===== config.mk =====
export PLATFORM = sky130hd
export DESIGN_NAME = div_ctrl_flat
export DESIGN_NICKNAME = d
export VERILOG_FILES = /design/src/rtl/div_if.sv /design/src/rtl/div_ctrl.sv /design/src/flat_wrapper.sv
export SDC_FILE = /design/constraint.sdc
export NUM_CORES = 1
export LEC_CHECK = 0
export CAP_MARGIN = 5
export CORE_MARGIN = 2
export CORE_UTILIZATION = 30
export CTS_CLUSTER_SIZE = 14
export DETAILED_ROUTE_END_ITERATION = 10
export DONT_BUFFER_PORTS = 1
export PLACE_DENSITY = 0.46
export SKIP_CTS_REPAIR_TIMING = 1
export SLEW_MARGIN = 25
export SYNTH_ARGS = -nofsm -noshare
export SYNTH_HDL_FRONTEND = slang
export SYNTH_SLANG_ARGS = --single-unit

===== constraint.sdc =====
create_clock -name clk -period 6.21 [get_ports clk]
set_clock_uncertainty 0.1 [all_clocks]
set_input_delay 0.9315 -clock clk [delete_from_list [all_inputs] [get_ports clk]]
set_output_delay 0.9315 -clock clk [all_outputs]
set_load 0.05 [all_outputs]

===== src/rtl/div_if.sv =====
// EX-side handshake bundle for the iterative divider: operands and control in,
// stall request and registered LO/HI results out.
interface div_if #(
  parameter int WIDTH = 32
);
  logic             div_start;
  logic             div_signed;
  logic [WIDTH-1:0] opdata1;
  logic [WIDTH-1:0] opdata2;
  logic             annul;
  logic             ex_stall;
  logic             stallreq_for_ex;
  logic             result_valid;
  logic [WIDTH-1:0] quotient;
  logic [WIDTH-1:0] remainder;

  modport master (
    output div_start, div_signed, opdata1, opdata2, annul, ex_stall,
    input  stallreq_for_ex, result_valid, quotient, remainder
  );

  modport slave (
    input  div_start, div_signed, opdata1, opdata2, annul, ex_stall,
    output stallreq_for_ex, result_valid, quotient, remainder
  );
endinterface


===== src/rtl/div_ctrl.sv =====
// Radix-2 restoring divider for DIV/DIVU, one quotient bit per cycle, with an
// IDLE/BUSY/DONE sequencer that stalls EX and tracks flushes and EX stalls.
module div_ctrl #(
  parameter int WIDTH = 32,
  parameter int CNT_W = 6
) (
  input  logic  clk,
  input  logic  resetn,
  div_if.slave  bus
);

  typedef enum logic [1:0] {
    IDLE = 2'd0,
    BUSY = 2'd1,
    DONE = 2'd2
  } state_t;

  state_t           state;
  state_t           next_state;
  logic [WIDTH-1:0] dvd;
  logic [WIDTH-1:0] dsr;
  logic [WIDTH-1:0] rem;
  logic [CNT_W-1:0] cnt;
  logic             neg_q;
  logic             neg_r;
  logic [WIDTH-1:0] quotient_hold;
  logic [WIDTH-1:0] remainder_hold;
  logic             valid_hold;

  logic [WIDTH:0]   trial;
  logic [WIDTH:0]   diff;
  logic             no_borrow;
  logic [WIDTH-1:0] rem_next;
  logic [WIDTH-1:0] dvd_next;
  logic             last_iter;
  logic             start_ok;
  logic             divisor_zero;

  function automatic logic [WIDTH-1:0] neg_if(input logic [WIDTH-1:0] v, input logic en);
    if (en) begin
      return ~v + {{(WIDTH-1){1'b0}}, 1'b1};
    end else begin
      return v;
    end
  endfunction

  function automatic logic [WIDTH-1:0] abs_if(input logic [WIDTH-1:0] v, input logic sgn);
    return neg_if(v, sgn & v[WIDTH-1]);
  endfunction

  assign start_ok     = bus.div_start & ~bus.annul;
  assign divisor_zero = (bus.opdata2 == {WIDTH{1'b0}});

  // One restoring step: the carry out of rem joins the trial value so the compare never overflows.
  always_comb begin
    trial     = {rem, dvd[WIDTH-1]};
    diff      = trial - {1'b0, dsr};
    no_borrow = (trial >= {1'b0, dsr});
    if (no_borrow) begin
      rem_next = diff[WIDTH-1:0];
    end else begin
      rem_next = trial[WIDTH-1:0];
    end
    dvd_next  = {dvd[WIDTH-2:0], no_borrow};
    last_iter = (cnt == CNT_W'(WIDTH - 1));
  end

  // Next-state logic; annul overrides every other transition.
  always_comb begin
    next_state = state;
    case (state)
      IDLE: begin
        if (start_ok) begin
          if (divisor_zero) begin
            next_state = DONE;
          end else begin
            next_state = BUSY;
          end
        end else begin
          next_state = IDLE;
        end
      end
      BUSY: begin
        if (bus.annul) begin
          next_state = IDLE;
        end else if (last_iter) begin
          next_state = DONE;
        end else begin
          next_state = BUSY;
        end
      end
      DONE: begin
        if (bus.annul || !bus.ex_stall) begin
          next_state = IDLE;
        end else begin
          next_state = DONE;
        end
      end
      default: begin
        next_state = IDLE;
      end
    endcase
  end

  // State register.
  always_ff @(posedge clk or negedge resetn) begin
    if (!resetn) begin
      state <= IDLE;
    end else begin
      state <= next_state;
    end
  end

  // Operand capture, iteration datapath and registered results.
  always_ff @(posedge clk or negedge resetn) begin
    if (!resetn) begin
      dvd            <= {WIDTH{1'b0}};
      dsr            <= {WIDTH{1'b0}};
      rem            <= {WIDTH{1'b0}};
      cnt            <= {CNT_W{1'b0}};
      neg_q          <= 1'b0;
      neg_r          <= 1'b0;
      quotient_hold  <= {WIDTH{1'b0}};
      remainder_hold <= {WIDTH{1'b0}};
      valid_hold     <= 1'b0;
    end else begin
      valid_hold <= (next_state == DONE);
      case (state)
        IDLE: begin
          if (start_ok) begin
            if (divisor_zero) begin
              quotient_hold  <= {WIDTH{1'b1}};
              remainder_hold <= bus.opdata1;
            end else begin
              dvd   <= abs_if(bus.opdata1, bus.div_signed);
              dsr   <= abs_if(bus.opdata2, bus.div_signed);
              neg_q <= bus.div_signed & (bus.opdata1[WIDTH-1] ^ bus.opdata2[WIDTH-1]);
              neg_r <= bus.div_signed & bus.opdata1[WIDTH-1];
              rem   <= {WIDTH{1'b0}};
              cnt   <= {CNT_W{1'b0}};
            end
          end
        end
        BUSY: begin
          if (!bus.annul) begin
            rem <= rem_next;
            dvd <= dvd_next;
            cnt <= cnt + CNT_W'(1);
            if (last_iter) begin
              quotient_hold  <= neg_if(dvd_next, neg_q);
              remainder_hold <= neg_if(rem_next, neg_r);
            end
          end
        end
        DONE: begin
          dvd <= dvd;
        end
        default: begin
          cnt <= {CNT_W{1'b0}};
        end
      endcase
    end
  end

  assign bus.stallreq_for_ex = start_ok & (state != DONE);
  assign bus.result_valid    = valid_hold;
  assign bus.quotient        = quotient_hold;
  assign bus.remainder       = remainder_hold;

endmodule


===== src/flat_wrapper.sv =====
// flat-port wrapper written by rule: the top's interface ports become plain ports
module div_ctrl_flat 
#(
  parameter int WIDTH = 32,
  parameter int CNT_W = 6
)
  (clk, resetn, bus_div_start, bus_div_signed, bus_opdata1, bus_opdata2, bus_annul, bus_ex_stall, bus_stallreq_for_ex, bus_result_valid, bus_quotient, bus_remainder);
  div_if #(.WIDTH(WIDTH)) bus_i ();
  input  logic clk;
  input  logic resetn;
  input wire logic [$bits(bus_i.div_start)-1:0] bus_div_start;
  input wire logic [$bits(bus_i.div_signed)-1:0] bus_div_signed;
  input wire logic [$bits(bus_i.opdata1)-1:0] bus_opdata1;
  input wire logic [$bits(bus_i.opdata2)-1:0] bus_opdata2;
  input wire logic [$bits(bus_i.annul)-1:0] bus_annul;
  input wire logic [$bits(bus_i.ex_stall)-1:0] bus_ex_stall;
  output wire logic [$bits(bus_i.stallreq_for_ex)-1:0] bus_stallreq_for_ex;
  output wire logic [$bits(bus_i.result_valid)-1:0] bus_result_valid;
  output wire logic [$bits(bus_i.quotient)-1:0] bus_quotient;
  output wire logic [$bits(bus_i.remainder)-1:0] bus_remainder;
  assign bus_i.div_start = bus_div_start;
  assign bus_i.div_signed = bus_div_signed;
  assign bus_i.opdata1 = bus_opdata1;
  assign bus_i.opdata2 = bus_opdata2;
  assign bus_i.annul = bus_annul;
  assign bus_i.ex_stall = bus_ex_stall;
  assign bus_stallreq_for_ex = bus_i.stallreq_for_ex;
  assign bus_result_valid = bus_i.result_valid;
  assign bus_quotient = bus_i.quotient;
  assign bus_remainder = bus_i.remainder;
  div_ctrl #(.WIDTH(WIDTH), .CNT_W(CNT_W)) u_core (.clk(clk), .resetn(resetn), .bus(bus_i));
endmodule

==> out/qor.txt, run 1 <==
Routed Antenna Nets - 0
Period utilization - 0.812
FP Rows - 75
Power per cell area - 244 nW/um^2
Setup Viol. Count Final - 0
Switching share of total power - 0.365
CP max stage cell - ha_1
Type of origin of the critical path - register
Yosys warning total - 0
Setup_tns - 0 ns
Share of post-route cells with drive strength above 1 - 0.0600
# DRC - 0
Net Count, Synth - 1717
Reg2reg path depth - 18
First-pass DRT Iterations - 5
Num CTS Buffers - 17
Fmax - 198 MHz
Worst Tran Pin Value - 0.878 ns
Syn-to-layout area delta - 8.29%
Core ar. - 42000 sq um
Rel. slew slack - 0.414
Unrepaired setup endpoints after global routing - no
IO Count - 136
Logic pwr share - 0.283
Initial antenna violation count - 1
Drt wl/cell - 20.9 microns
Global-route wire length before repair - 68.0 mm
Synthesized area per cell - 7.95 sq um
Largest stage delay on the critical path - 0.56 ns
Post-synth cell types - 93
Clock Sink Count - 171
Fin. Hold Viols - 0
Slew Limit Fails - 0
All-Layer GR Usage - 0.200
Clock Power Share - 0.322
Syn Inst Count - 1609
Synth Register Bits - 171
Vias in the first global route - 11200
Pwr Total - 3380 uW
Die area - 44300 sq um
Nets@finish - 1661
Post-DP HPWL - 33.7 mm
Root Buffer - clkbuf_16
Die width - 210 microns
CP Capture Type - register
Type of the worst setup path - register to register
Initial DRC Count - 832
Vias/cell - 5.54
Worst EP required - 6.45 ns
Outcome - complete, no violations
Critical path arrival - 5.28 ns
Total net switching power - 1240 uW
Drt total wl - 44.1 mm
CP Max Fanout - 13
CP Cell Sequence - ha_1 > nand4_1 > nor4_1 > a31o_1 > a211oi_2 > nand2_2 > inv_2 > mux2i_1 > ha_1 > inv_1 > a2111oi_0 > o211a_1 > and4b_1 > a31o_2 > inv_1 > o31ai_1 > xor2_1 > o22ai_1
Post-route minimum period - 5.04 ns
GRT overflow - 0
Largest net degree at the start of global routing - 172
Int Pwr - 2150 uW
IO buf count - 0
Worst Hold Class - input pin to async pin
Worst vdd ir - 0.000114 V
Ys flop type - dfrtp_1
Lkg Pwr - 0.00586 uW
CTS HTree Levels - 4
RePlAce Congestion - 0.872
Reg power frac - 0.395
Initial core utilization - 0.304
CTS tree - yes
Die Ht - 210 microns
Number of synthesized flops with an enable pin - 0
Post-synth ARST share - 1.00
Post-Syn Area - 12800 sq um
Vias - 11700
Post-synthesis sequential area ratio - 0.335
Clock Latency Late Sink - 0.46 ns
Worst-path clk slew - 0.08 ns
CTS max path bufs - 2
Number of max-cap violations - 0
[synth_stat cells (all sizes together), types with 12 or more instances]
cell,instances,area share
a21o,20,0.012
nand4,12,0.0059
and2,21,0.010
o31ai,27,0.016
and3,25,0.012
or4,21,0.012
buf,37,0.015
xor2,67,0.046
nor3,41,0.016
a211oi,17,0.011
nand3,29,0.011
inv,54,0.016
o41ai,13,0.011
o21ai,147,0.058
clkbuf,60,0.018
ha,37,0.036
nor2,168,0.050
a31oi,40,0.020
nand2,178,0.052
mux2i,26,0.020
nor4,21,0.011
dfrtp,171,0.33
or3,21,0.011
xnor2,53,0.036
a21oi,168,0.066
[stage by stage]
step	instances	cell area [sq um]	util	hold slack, ns	setup slack, ns
floorplan	1609	12800	-	0.350	1.26
global placement	2073	13300	0.315	0.363	1.22
detailed placement	2073	13300	0.315	0.371	1.18
CTS	2105	13800	0.329	0.0495	1.18
global route	2105	13800	0.329	0.0385	0.756
finish	2106	13800	0.329	0.0644	1.17
[power groups by stage]
stage | Combinational [uW] | Clock [uW] | Sequential [uW]
after floorplan | 734 | 0 | 1310
after global placement | 957 | 0 | 1350
after detailed placement | 957 | 0 | 1350
after CTS | 961 | 1110 | 1330
after global routing | 1070 | 1160 | 1350
final | 958 | 1090 | 1330
[cells in the final DEF, fill, tap and decap left out, drive strengths merged, types with 6 or more instances in the layout]
cell	netlist	final
a211o	6	6
a211oi	17	17
a21o	20	20
a21oi	168	168
a31o	6	6
a31oi	40	40
and2	21	21
and3	25	25
buf	37	22
clkbuf	60	21
dfrtp	171	171
ha	37	37
inv	54	57
mux2i	26	26
nand2	178	178
nand2b	6	6
nand3	29	29
nand4	12	12
nor2	168	168
nor2b	8	8
nor3	41	41
nor4	21	21
o211ai	10	10
o21ai	147	147
o31ai	27	27
o41ai	13	13
or3	21	21
or4	21	21
xnor2	53	53
xor2	67	67
[logic make-up (layout without fill, tap and decap cells)]
group	Yosys count	after routing	synth area share
muxes	26	26	0.0204
other	0	1	0
AOI/OAI and AO/OA	523	523	0.259
and+or+nand+nor	579	579	0.217
xor gates and xnor gates	120	120	0.0822
buffers and inverters	152	109	0.0488
adders and majority gates	38	38	0.0378
DFF	171	171	0.335
[final timing paths]
kind	slack [ns]	startpoint	end
max	1.17	u_core.rem[12]$_DFFE_PN0P_	u_core.bus.remainder[28]$_DFFE_PN0P_
min	0.06	resetn	u_core.bus.quotient[25]$_DFFE_PN0P_
max reg2reg	1.17	u_core.rem[12]$_DFFE_PN0P_	u_core.bus.remainder[28]$_DFFE_PN0P_
min reg2reg	0.38	u_core.dsr[29]$_DFFE_PN0P_	u_core.dsr[29]$_DFFE_PN0P_
max in group asynchronous	5.71	resetn	u_core.neg_q$_DFFE_PN0P_
min in group clk	0.38	u_core.dsr[29]$_DFFE_PN0P_	u_core.dsr[29]$_DFFE_PN0P_
[area by class of cell]
cell class              count  area (sq um)
diodes                      1          2.50
clock inverters            11           111
clock buffers              21           460
inverters                  55           206
multi-input cells        1286          7930
fillers                  4518         28200
flip-flops and latches    171          4280
well taps                 539           674
repair buffers             22           181
[layer usage]
metal	global-route usage	up-vias	wire length (microns)
met5	0	-	0
met3	0.0474	23	2770
met4	0.0442	0	610
met1	0.270	5630	20500
met2	0.324	295	20200
li1	-	5719	-
[critical path: cells and delay by family, from the launching register on]
| family | cells | cell delay, ns |
|---|---|---|
| compound gates | 7 | 1.60 |
| simple gates | 4 | 1.22 |
| fa+ha+maj | 2 | 0.86 |
| flops | 1 | 0.48 |
| buf+inv | 3 | 0.25 |
| mux | 1 | 0.23 |
| xor+xnor | 1 | 0.18 |
[sequential cells by signal, indices dropped and copies added (netlist names), 2 cells and up]
name	flops
u_core.bus.quotient	32
u_core.state	2
u_core.rem	32
u_core.dvd	32
u_core.bus.remainder	32
u_core.cnt	6
u_core.dsr	32
Power figures use the tool's default switching activity.
==> run 2: changes to the inputs <==
--- a/config.mk
+++ b/config.mk
@@ -11,7 +11,7 @@
 export CTS_CLUSTER_SIZE = 14
 export DETAILED_ROUTE_END_ITERATION = 10
 export DONT_BUFFER_PORTS = 1
-export PLACE_DENSITY = 0.46
+export PLACE_DENSITY = 0.47
 export SKIP_CTS_REPAIR_TIMING = 1
 export SLEW_MARGIN = 25
 export SYNTH_ARGS = -nofsm -noshare
==> constraint.sdc (replaced) <==
create_clock -name clk -period 4.35 [get_ports clk]
set_clock_uncertainty 0.1 [all_clocks]
set_input_delay 0.6525 -clock clk [delete_from_list [all_inputs] [get_ports clk]]
set_output_delay 0.6525 -clock clk [all_outputs]
set_load 0.05 [all_outputs]
==> out/qor.txt, run 2 (synthesized netlist as in run 1, its figures left out) <==
Fmax - 233 MHz
Reg2reg path depth - 21
Met3 Track Usage GR - 0.0477
Commonest non-fill, non-tap cell in the layout - buf_4
FP Rows - 75
Syn-to-layout area delta - 22.7%
GRT overflow - 0
Met2 GRT Util - 0.335
Worst vdd ir - 0.000202 V
Post-DP HPWL - 36.8 mm
Worst Hold Class - input pin to async pin
Fin. Hold Viols - 171
Largest net degree at the start of global routing - 172
Reg2Reg Setup Slack - 0.06 ns
Vias/cell - 5.41
Critical Path Most Common Cell - buf_6
Unrepaired setup endpoints after global routing - yes
Utilization after layout - 0.373
CP Capture Type - register
Vias in the first global route - 12000
IO Count - 136
Largest stage delay on the critical path - 0.44 ns
Initial antenna violation count - 0
Critical path's top delay family - compound AO/OA/AOI/OAI gates
First-pass DRT Iterations - 8
Met1 GRT Util - 0.290
Rel. slew slack - 0.415
Period utilization - 0.985
All-Layer GR Usage - 0.211
Worst r2r dst - u_core.bus.remainder[26]$_DFFE_PN0P_
CTS max path bufs - 2
Die width - 210 microns
Initial core utilization - 0.304
Clock Sink Count - 171
Share of post-route cells with drive strength above 1 - 0.187
CP Cell Sequence - ha_4 > buf_6 > nor2_4 > or2_4 > a211oi_4 > o211a_4 > o2111ai_4 > nand2_4 > inv_4 > buf_6 > mux2i_4 > ha_2 > inv_2 > a2111oi_4 > o211a_1 > and4b_1 > a31o_4 > and3_4 > a41oi_2 > xor2_1 > o21ai_1
Type of the worst setup path - register to register
Worst Tran Pin Value - 0.876 ns
CP max stage cell - dfrtp_2
Drt total wl - 46.7 mm
Type of origin of the critical path - register
Critical path origin - u_core.rem[3]$_DFFE_PN0P_
Violated checks - negative hold slack
Vias - 12400
RePlAce Congestion - 0.902
IO buf count - 0
Worst EP required - 4.64 ns
Critical path arrival - 4.57 ns
Pre-CTS WS - -0.0582 ns
Hold_ws - -0.208 ns
Slew Limit Fails - 0
PnR worst setup slack - 0.0636 ns
Root Buffer - clkbuf_16
Worst-path clk slew - 0.08 ns
Core ar. - 42000 sq um
Initial DRC Count - 827
CP Buf/Inv Count - 4
Commonest non-fill, non-tap cells in the layout - buf_4, nand2_1, dfrtp_1, nor2_1, a21oi_1
Post-route minimum period - 4.29 ns
Die Ht - 210 microns
GRT busiest layer - met2
Outcome - complete, but fails checks
# DRC - 0
Lkg Pwr - 0.00683 uW
Global-route wire length before repair - 71.9 mm
Area after DPL - 14700 sq um
Nets@finish - 1841
Power per cell area - 337 nW/um^2
Die area - 44300 sq um
Clock Latency Late Sink - 0.47 ns
CTS HTree Levels - 4
Ant diodes - 0
Post-Layout Inst Area - 15700 sq um
Drt wl/cell - 20.4 microns
Number of max-cap violations - 0
Setup Viol. Count Final - 0
CTS tree - yes
Routed Antenna Nets - 0
CP Max Fanout - 5
Num CTS Buffers - 17
R2r startpoint - u_core.rem[3]$_DFFE_PN0P_
## run 2: cell count changes in the layout (fill, tap and decap cells not counted), sizes merged
cell,before,now
buf,22,202
inv,57,64
clkbuf,21,17
clkinvlp,3,0
diode,1,0
## run 2: final cells by class
| cell class | count | area, sq um |
|---|---|---|
| Tap cell | 539 | 674 |
| Inverter | 55 | 209 |
| Timing Repair Buffer | 202 | 1570 |
| Clock inverter | 15 | 195 |
| Sequential cell | 171 | 4280 |
| Clock buffer | 17 | 425 |
| Multi-Input combinational cell | 1286 | 8330 |
| Fill cell | 4422 | 26400 |
## run 2: worst max-delay path by stage
stage                                                 to  depth (start not counted)
finish              u_core.bus.remainder[26]$_DFFE_PN0P_                         21
global route        u_core.bus.remainder[26]$_DFFE_PN0P_                         19
CTS                 u_core.bus.remainder[29]$_DFFE_PN0P_                         17
detailed placement  u_core.bus.remainder[29]$_DFFE_PN0P_                         17
global placement    u_core.bus.remainder[29]$_DFFE_PN0P_                         17
floorplan           u_core.bus.remainder[26]$_DFFE_PN0P_                         22
## run 2: per-stage QoR
stage          std cells  hold WS (ns)  total power, uW  setup TNS, ns
6_report            2285        -0.208             5280              0
5_1_grt             2285        -0.230             5600         -0.511
4_1_cts             2279        -0.224             5250         -0.203
3_5_place_dp        2247         0.266             3570         -0.132
3_3_place_gp        2247         0.268             3560         -0.125
2_1_floorplan       1609         0.257             2960              0
## run 2: layer usage
| metal | part of all wire | up-vias | wire length [microns] |
|---|---|---|---|
| li1 | - | 6076 | - |
| met1 | 0.47 | 5922 | 21800 |
| met5 | 0 | - | 0 |
| met4 | 0.017 | 0 | 798 |
| met3 | 0.063 | 41 | 2960 |
| met2 | 0.45 | 314 | 21100 |
## run 2: worst reg2reg max path: stages (launching register included)
cell       delay [ns]
dfrtp_2          0.44
ha_4             0.28
buf_6            0.11
nor2_4           0.04
or2_4            0.26
a211oi_4         0.24
o211a_4          0.23
o2111ai_4        0.15
nand2_4          0.14
inv_4            0.05
buf_6            0.12
mux2i_4          0.17
ha_2             0.21
inv_2            0.05
a2111oi_4        0.31
o211a_1          0.23
and4b_1          0.24
a31o_4           0.20
and3_4           0.19
a41oi_2          0.12
xor2_1           0.19
o21ai_1          0.14
## run 2: where the power goes
| part | switching [uW] | total [uW] | internal [uW] |
|---|---|---|---|
| Clock | 820 | 1660 | 839 |
| Sequential | 160 | 1890 | 1730 |
| Combinational | 976 | 1730 | 755 |
